--- config.mk ---
export PLATFORM = sky130hd
export DESIGN_NAME = if_buffer_ctrl
export DESIGN_NICKNAME = d
export VERILOG_FILES = /design/src/rtl/if_id_pkg.sv /design/src/rtl/buf_occ_counter.sv /design/src/rtl/if_buffer_ctrl.sv
export SDC_FILE = /design/constraint.sdc
export NUM_CORES = 1
export LEC_CHECK = 0
export BUFFER_PORTS_ARGS = -buffer_cell sky130_fd_sc_hd__buf_4
export CAP_MARGIN = 20
export CORE_AREA = 8 8 45 47
export DETAILED_ROUTE_END_ITERATION = 7
export DIE_AREA = 0 0 53 55
export SLEW_MARGIN = 20
export SYNTH_ARGS = -nofsm -noshare
export SYNTH_HDL_FRONTEND = slang
export SYNTH_SLANG_ARGS = --single-unit
--- constraint.sdc ---
create_clock -name clk -period 2.7 [get_ports clk]
set_input_delay 0.135 -clock clk [delete_from_list [all_inputs] [get_ports clk]]
set_output_delay 0.135 -clock clk [all_outputs]
set_load 0.05 [all_outputs]
--- src/rtl/if_id_pkg.sv ---
// Shared IF/ID stall-buffer definitions: controller state encoding and default depth.
package if_id_pkg;

  localparam int DEFAULT_DEPTH = 4;

  typedef enum logic [1:0] {
    IDLE  = 2'd0,
    FILL  = 2'd1,
    DRAIN = 2'd2,
    FLUSH = 2'd3
  } state_t;

endpackage

--- src/rtl/buf_occ_counter.sv ---
// Stall-buffer occupancy counter; clear wins, a simultaneous inc and dec holds the value.
module buf_occ_counter #(
  parameter int CNT_W = 3
) (
  input  logic             clk,
  input  logic             inc,
  input  logic             dec,
  input  logic             clr,
  output logic [CNT_W-1:0] count
);

  always_ff @(posedge clk) begin
    if (clr)
      count <= '0;
    else if (inc && !dec)
      count <= count + CNT_W'(1);
    else if (dec && !inc)
      count <= count - CNT_W'(1);
  end

endmodule

--- src/rtl/if_buffer_ctrl.sv ---
// IF/ID stall-buffer controller: captures fetched instructions while decode stalls,
// replays them in order afterwards, and discards them on a redirect.
module if_buffer_ctrl
  import if_id_pkg::*;
#(
  parameter int DEPTH = DEFAULT_DEPTH,
  parameter int CNT_W = $clog2(DEPTH + 1)
) (
  input  logic             clk,
  input  logic             reset,
  input  logic             stall,
  input  logic             inst_valid,
  input  logic             redirect,
  output logic             buffer_write_en,
  output logic             buffer_read_en,
  output logic             buffer_reset,
  output logic             if_buffer_stall,
  output logic             buffer_active,
  output logic             buffer_sel,
  output logic [CNT_W-1:0] count,
  output logic [1:0]       state
);

  localparam logic [CNT_W-1:0] FULL_COUNT = CNT_W'(DEPTH);

  state_t           state_q;
  state_t           state_d;
  logic [CNT_W-1:0] count_next;
  logic             full;
  logic             count_clr;

  always_ff @(posedge clk) begin
    if (reset)
      state_q <= IDLE;
    else
      state_q <= state_d;
  end

  // Outputs are masked during reset so no push or pop escapes the reset cycle.
  always_comb begin
    full            = (count == FULL_COUNT);
    buffer_write_en = 1'b0;
    buffer_read_en  = 1'b0;
    buffer_reset    = 1'b1;
    if_buffer_stall = 1'b0;
    buffer_active   = 1'b0;
    if (!reset) begin
      buffer_write_en = inst_valid && !redirect && !full &&
                        ((stall && (state_q == IDLE || state_q == FILL)) || state_q == DRAIN);
      buffer_read_en  = (state_q == DRAIN) && !stall && (count != '0) && !redirect;
      buffer_reset    = (state_q == FLUSH);
      if_buffer_stall = full || (state_q == FLUSH);
      buffer_active   = (state_q == DRAIN);
    end
    buffer_sel = buffer_active;
  end

  always_comb begin
    count_next = count;
    if (buffer_write_en && !buffer_read_en)
      count_next = count + CNT_W'(1);
    else if (buffer_read_en && !buffer_write_en)
      count_next = count - CNT_W'(1);
  end

  // FILL and DRAIN share exits: stall parks in FILL, otherwise drain until empty.
  always_comb begin
    state_d = state_q;
    if (redirect) begin
      state_d = FLUSH;
    end else begin
      case (state_q)
        IDLE:        if (stall) state_d = FILL;
        FILL, DRAIN: begin
          if (stall)
            state_d = FILL;
          else if (count_next == '0)
            state_d = IDLE;
          else
            state_d = DRAIN;
        end
        FLUSH:       state_d = IDLE;
      endcase
    end
  end

  // Occupancy drops to zero as soon as a redirect is seen, so FLUSH already reads empty.
  assign count_clr = reset || redirect || (state_q == FLUSH);

  buf_occ_counter #(
    .CNT_W(CNT_W)
  ) u_occ (
    .clk   (clk),
    .inc   (buffer_write_en),
    .dec   (buffer_read_en),
    .clr   (count_clr),
    .count (count)
  );

  assign state = state_q;

endmodule

==> flow_metrics.py <==
metrics = {
    "status": {
        "status": "completed",
    },
    "layout": {
        "ff_latch_area_um2": 100,
        "multi_input_area_um2": 388,
        "n_antenna_cell": 0,
        "drive_above_1_share_pct": 25.3,
        "final_common_cell": "buf_4",
        "final_util_pct": 48.6,
        "final_cell_mix": "buf_4, inv_1, nor2_1, a21oi_1, ha_1",
        "n_fill_cell": 140,
        "area_growth_pct": 29.0,
        "fin_nets": 95,
    },
    "drt": {
        "viasPerCell": 4.85,
        "ant_nets": 0,
        "drtIter0Drc": 4,
        "totalWireLength_mm": 1.19,
        "firstDrtPassIters": 4,
        "vias": 480,
        "wl_per_cell_um": 12.0,
        "drc": 0,
    },
    "placed_design": {
        "io_buffers": 15,
        "place_hpwl_um": 998,
        "globalplace.congestion": 0.745,
    },
    "clock_network": {
        "cts_inserted_buffers": 3,
        "clockBufferDepth": 2,
        "clk_latency_ns": 0.24,
        "ctsHoldBuffers": 0,
        "clockRootBuffer": "clkbuf_4",
        "cts_resized": 0,
        "clk_pin_slew_ns": 0.04,
        "cts.sinks": 5,
        "cts_tree": "yes",
        "cts_setup_buffers": 0,
        "htreeDepth": 1,
    },
    "global_route": {
        "antenna_found_initial": 0,
        "grt_usage_pct": 8.36,
        "overflow": 0,
        "grt_pass1_wl_mm": 1.82,
        "grt_pass1_vias": 443,
        "grt_max_degree": 8,
    },
    "sta": {
        "timing.final.crit_share_pct": 68.0,
        "setup_tns_ns": 0,
        "setup_viol": 0,
        "max_freq_mhz": 545,
        "finalClockSkew_ns": 0.000580,
        "worst_slew_pin_slew_ns": 0.356,
        "hold_viol": 0,
        "slew-limit-headroom_pct": 76.2,
        "whs_ns": 0.116,
        "grt_setup_unrepaired": "no",
        "layout_min_cycle_time_ns": 1.84,
        "drv_slew": 0,
    },
    "die": {
        "rows": 14,
        "die-area_mm2": 0.00292,
        "initial_core_util_pct": 37.7,
        "num_io_pins": 16,
        "die_y_um": 55,
        "dieWidth_um": 53,
        "coreArea_mm2": 0.00138,
    },
    "pwr": {
        "swShare_pct": 34.7,
        "pwr-share-comb_pct": 34.9,
        "intPower_uw": 168,
        "power_frac_seq_pct": 32.6,
        "power.switching_uw": 89.6,
        "power_density_mw_per_mm2": 383,
        "leakagePower_uw": 0.000308,
        "p_clk_share_pct": 32.5,
        "ir_worst_vdd_uv": 261,
    },
    "setup_path": {
        "cp_max_fo": 7,
        "crit_chain": "inv_1 > ha_1 > nand2_1 > o211ai_4 > mux2i_1 > a21oi_1 > a311oi_1",
        "critPathKind": "flip-flop to flip-flop",
        "cp-end-kind": "flip-flop",
        "max_stage_delay_ns": 0.44,
        "worst_ep_required_time_ns": 2.84,
        "cp-start-kind": "flip-flop",
        "crit_arrival_ns": 1.98,
        "slowest_stage": "dfxtp_1",
    },
    "yosys": {
        "syn_nets": 76,
        "ys_seq_area_share_pct": 19.2,
        "post_synth_num_cell_types": 27,
        "ys_ff_latch": 5,
        "yosysWarnings": 0,
        "synth_area_um2": 522,
        "synthCells": 65,
        "syn_area_per_cell_um2": 8.03,
    },
    "min_path": {
        "worst_hold_path_type": "input port to flip-flop",
    },
    "job": {
        "cap_violations": 0,
    },
}
[registers in the layout (all words and copies together) (netlist names)]
register and flops:
state 2, u_occ.count 3
[critical path, delay by kind of cell, from the launching register on]
| kind | cells | cell delay (ns) |
|---|---|---|
| compound gates | 3 | 0.54 |
| flops | 1 | 0.44 |
| buf+inv | 1 | 0.10 |
| simple gates | 1 | 0.13 |
| fa+ha+maj | 1 | 0.23 |
| mux | 1 | 0.31 |
[logic make-up after synthesis]
family / Yosys count / share of synthesized area [%]
AND/OR/NAND/NOR: 23 / 24.5
flip-flops: 5 / 19.2
XOR/XNOR: 3 / 5.04
AO/OA/AOI/OAI: 15 / 20.9
buffers and inverters: 8 / 6.48
multiplexers: 3 / 5.76
adder cells (fa/ha/maj): 8 / 18.2
[Yosys cell counts (all sizes together)]
library cell  n  share of area [%]
nand2b        3                3.6
a21o          1                1.4
xnor2         3                5.0
and2b         1                1.4
buf           1                1.4
o211ai        2                5.5
nand4         1                1.2
o21ai         2                1.9
nor2          6                4.3
a311oi        1                1.7
o32ai         1                1.7
nor3          1               0.96
inv           7                5.0
mux2i         3                5.8
o21bai        1                1.4
ha            6                 14
nand3         1               0.96
nand2         3                2.2
and3          1                1.2
or2           1                1.2
dfxtp         5                 19
nor2b         5                7.4
a21oi         6                5.8
a211oi        1                1.4
maj3          2                3.8
[final timing paths]
path,from,end,slack (ns),cells after the start
setup / recovery,u_occ.count[0],state[1],0.86,7
hold / removal,reset,state[0],0.12,2
hold reg to reg,u_occ.count[2],state[1],0.60,2
setup reg to reg,u_occ.count[0],state[1],0.86,7
[per-stage QoR]
step / setup WS (ns) / total power [µW] / cells / area, µm²
floorplan: 0.174 / 150 / 65 / 522
global placement: 0.878 / 176 / 95 / 647
detailed placement: 0.865 / 176 / 95 / 647
CTS: 0.862 / 265 / 99 / 673
global route: 0.661 / 276 / 99 / 673
finish: 0.864 / 258 / 99 / 673
[power groups by stage]
stage          combinational, µW  sequential [µW]  clock [µW]
5_1_grt                     97.2             85.1        94.2
4_1_cts                     90.4             84.2        90.0
6_report                    90.0             84.1        83.8
3_5_place_dp                90.1             85.5           0
2_1_floorplan               53.1             96.9           0
3_3_place_gp                91.0             85.3           0
[routing by layer]
metal	vias to the layer above	GRT usage [%]	routed length, µm	part of all wire, %
met5	-	0	0	0
met1	212	9.42	552	46
met3	2	2.94	60	5.1
li1	261	-	-	-
met4	0	5.17	9	0.76
met2	5	13.3	566	48
[area by class of cell]
class | count | share of cell area [%]
clock buffer | 4 | 3.90
inverter | 7 | 3.90
multi-input combinational | 52 | 57.6
sequential | 5 | 14.9
tap | 16 | 2.97
timing repair buffer | 15 | 16.7
Power figures use the tool's default switching activity.
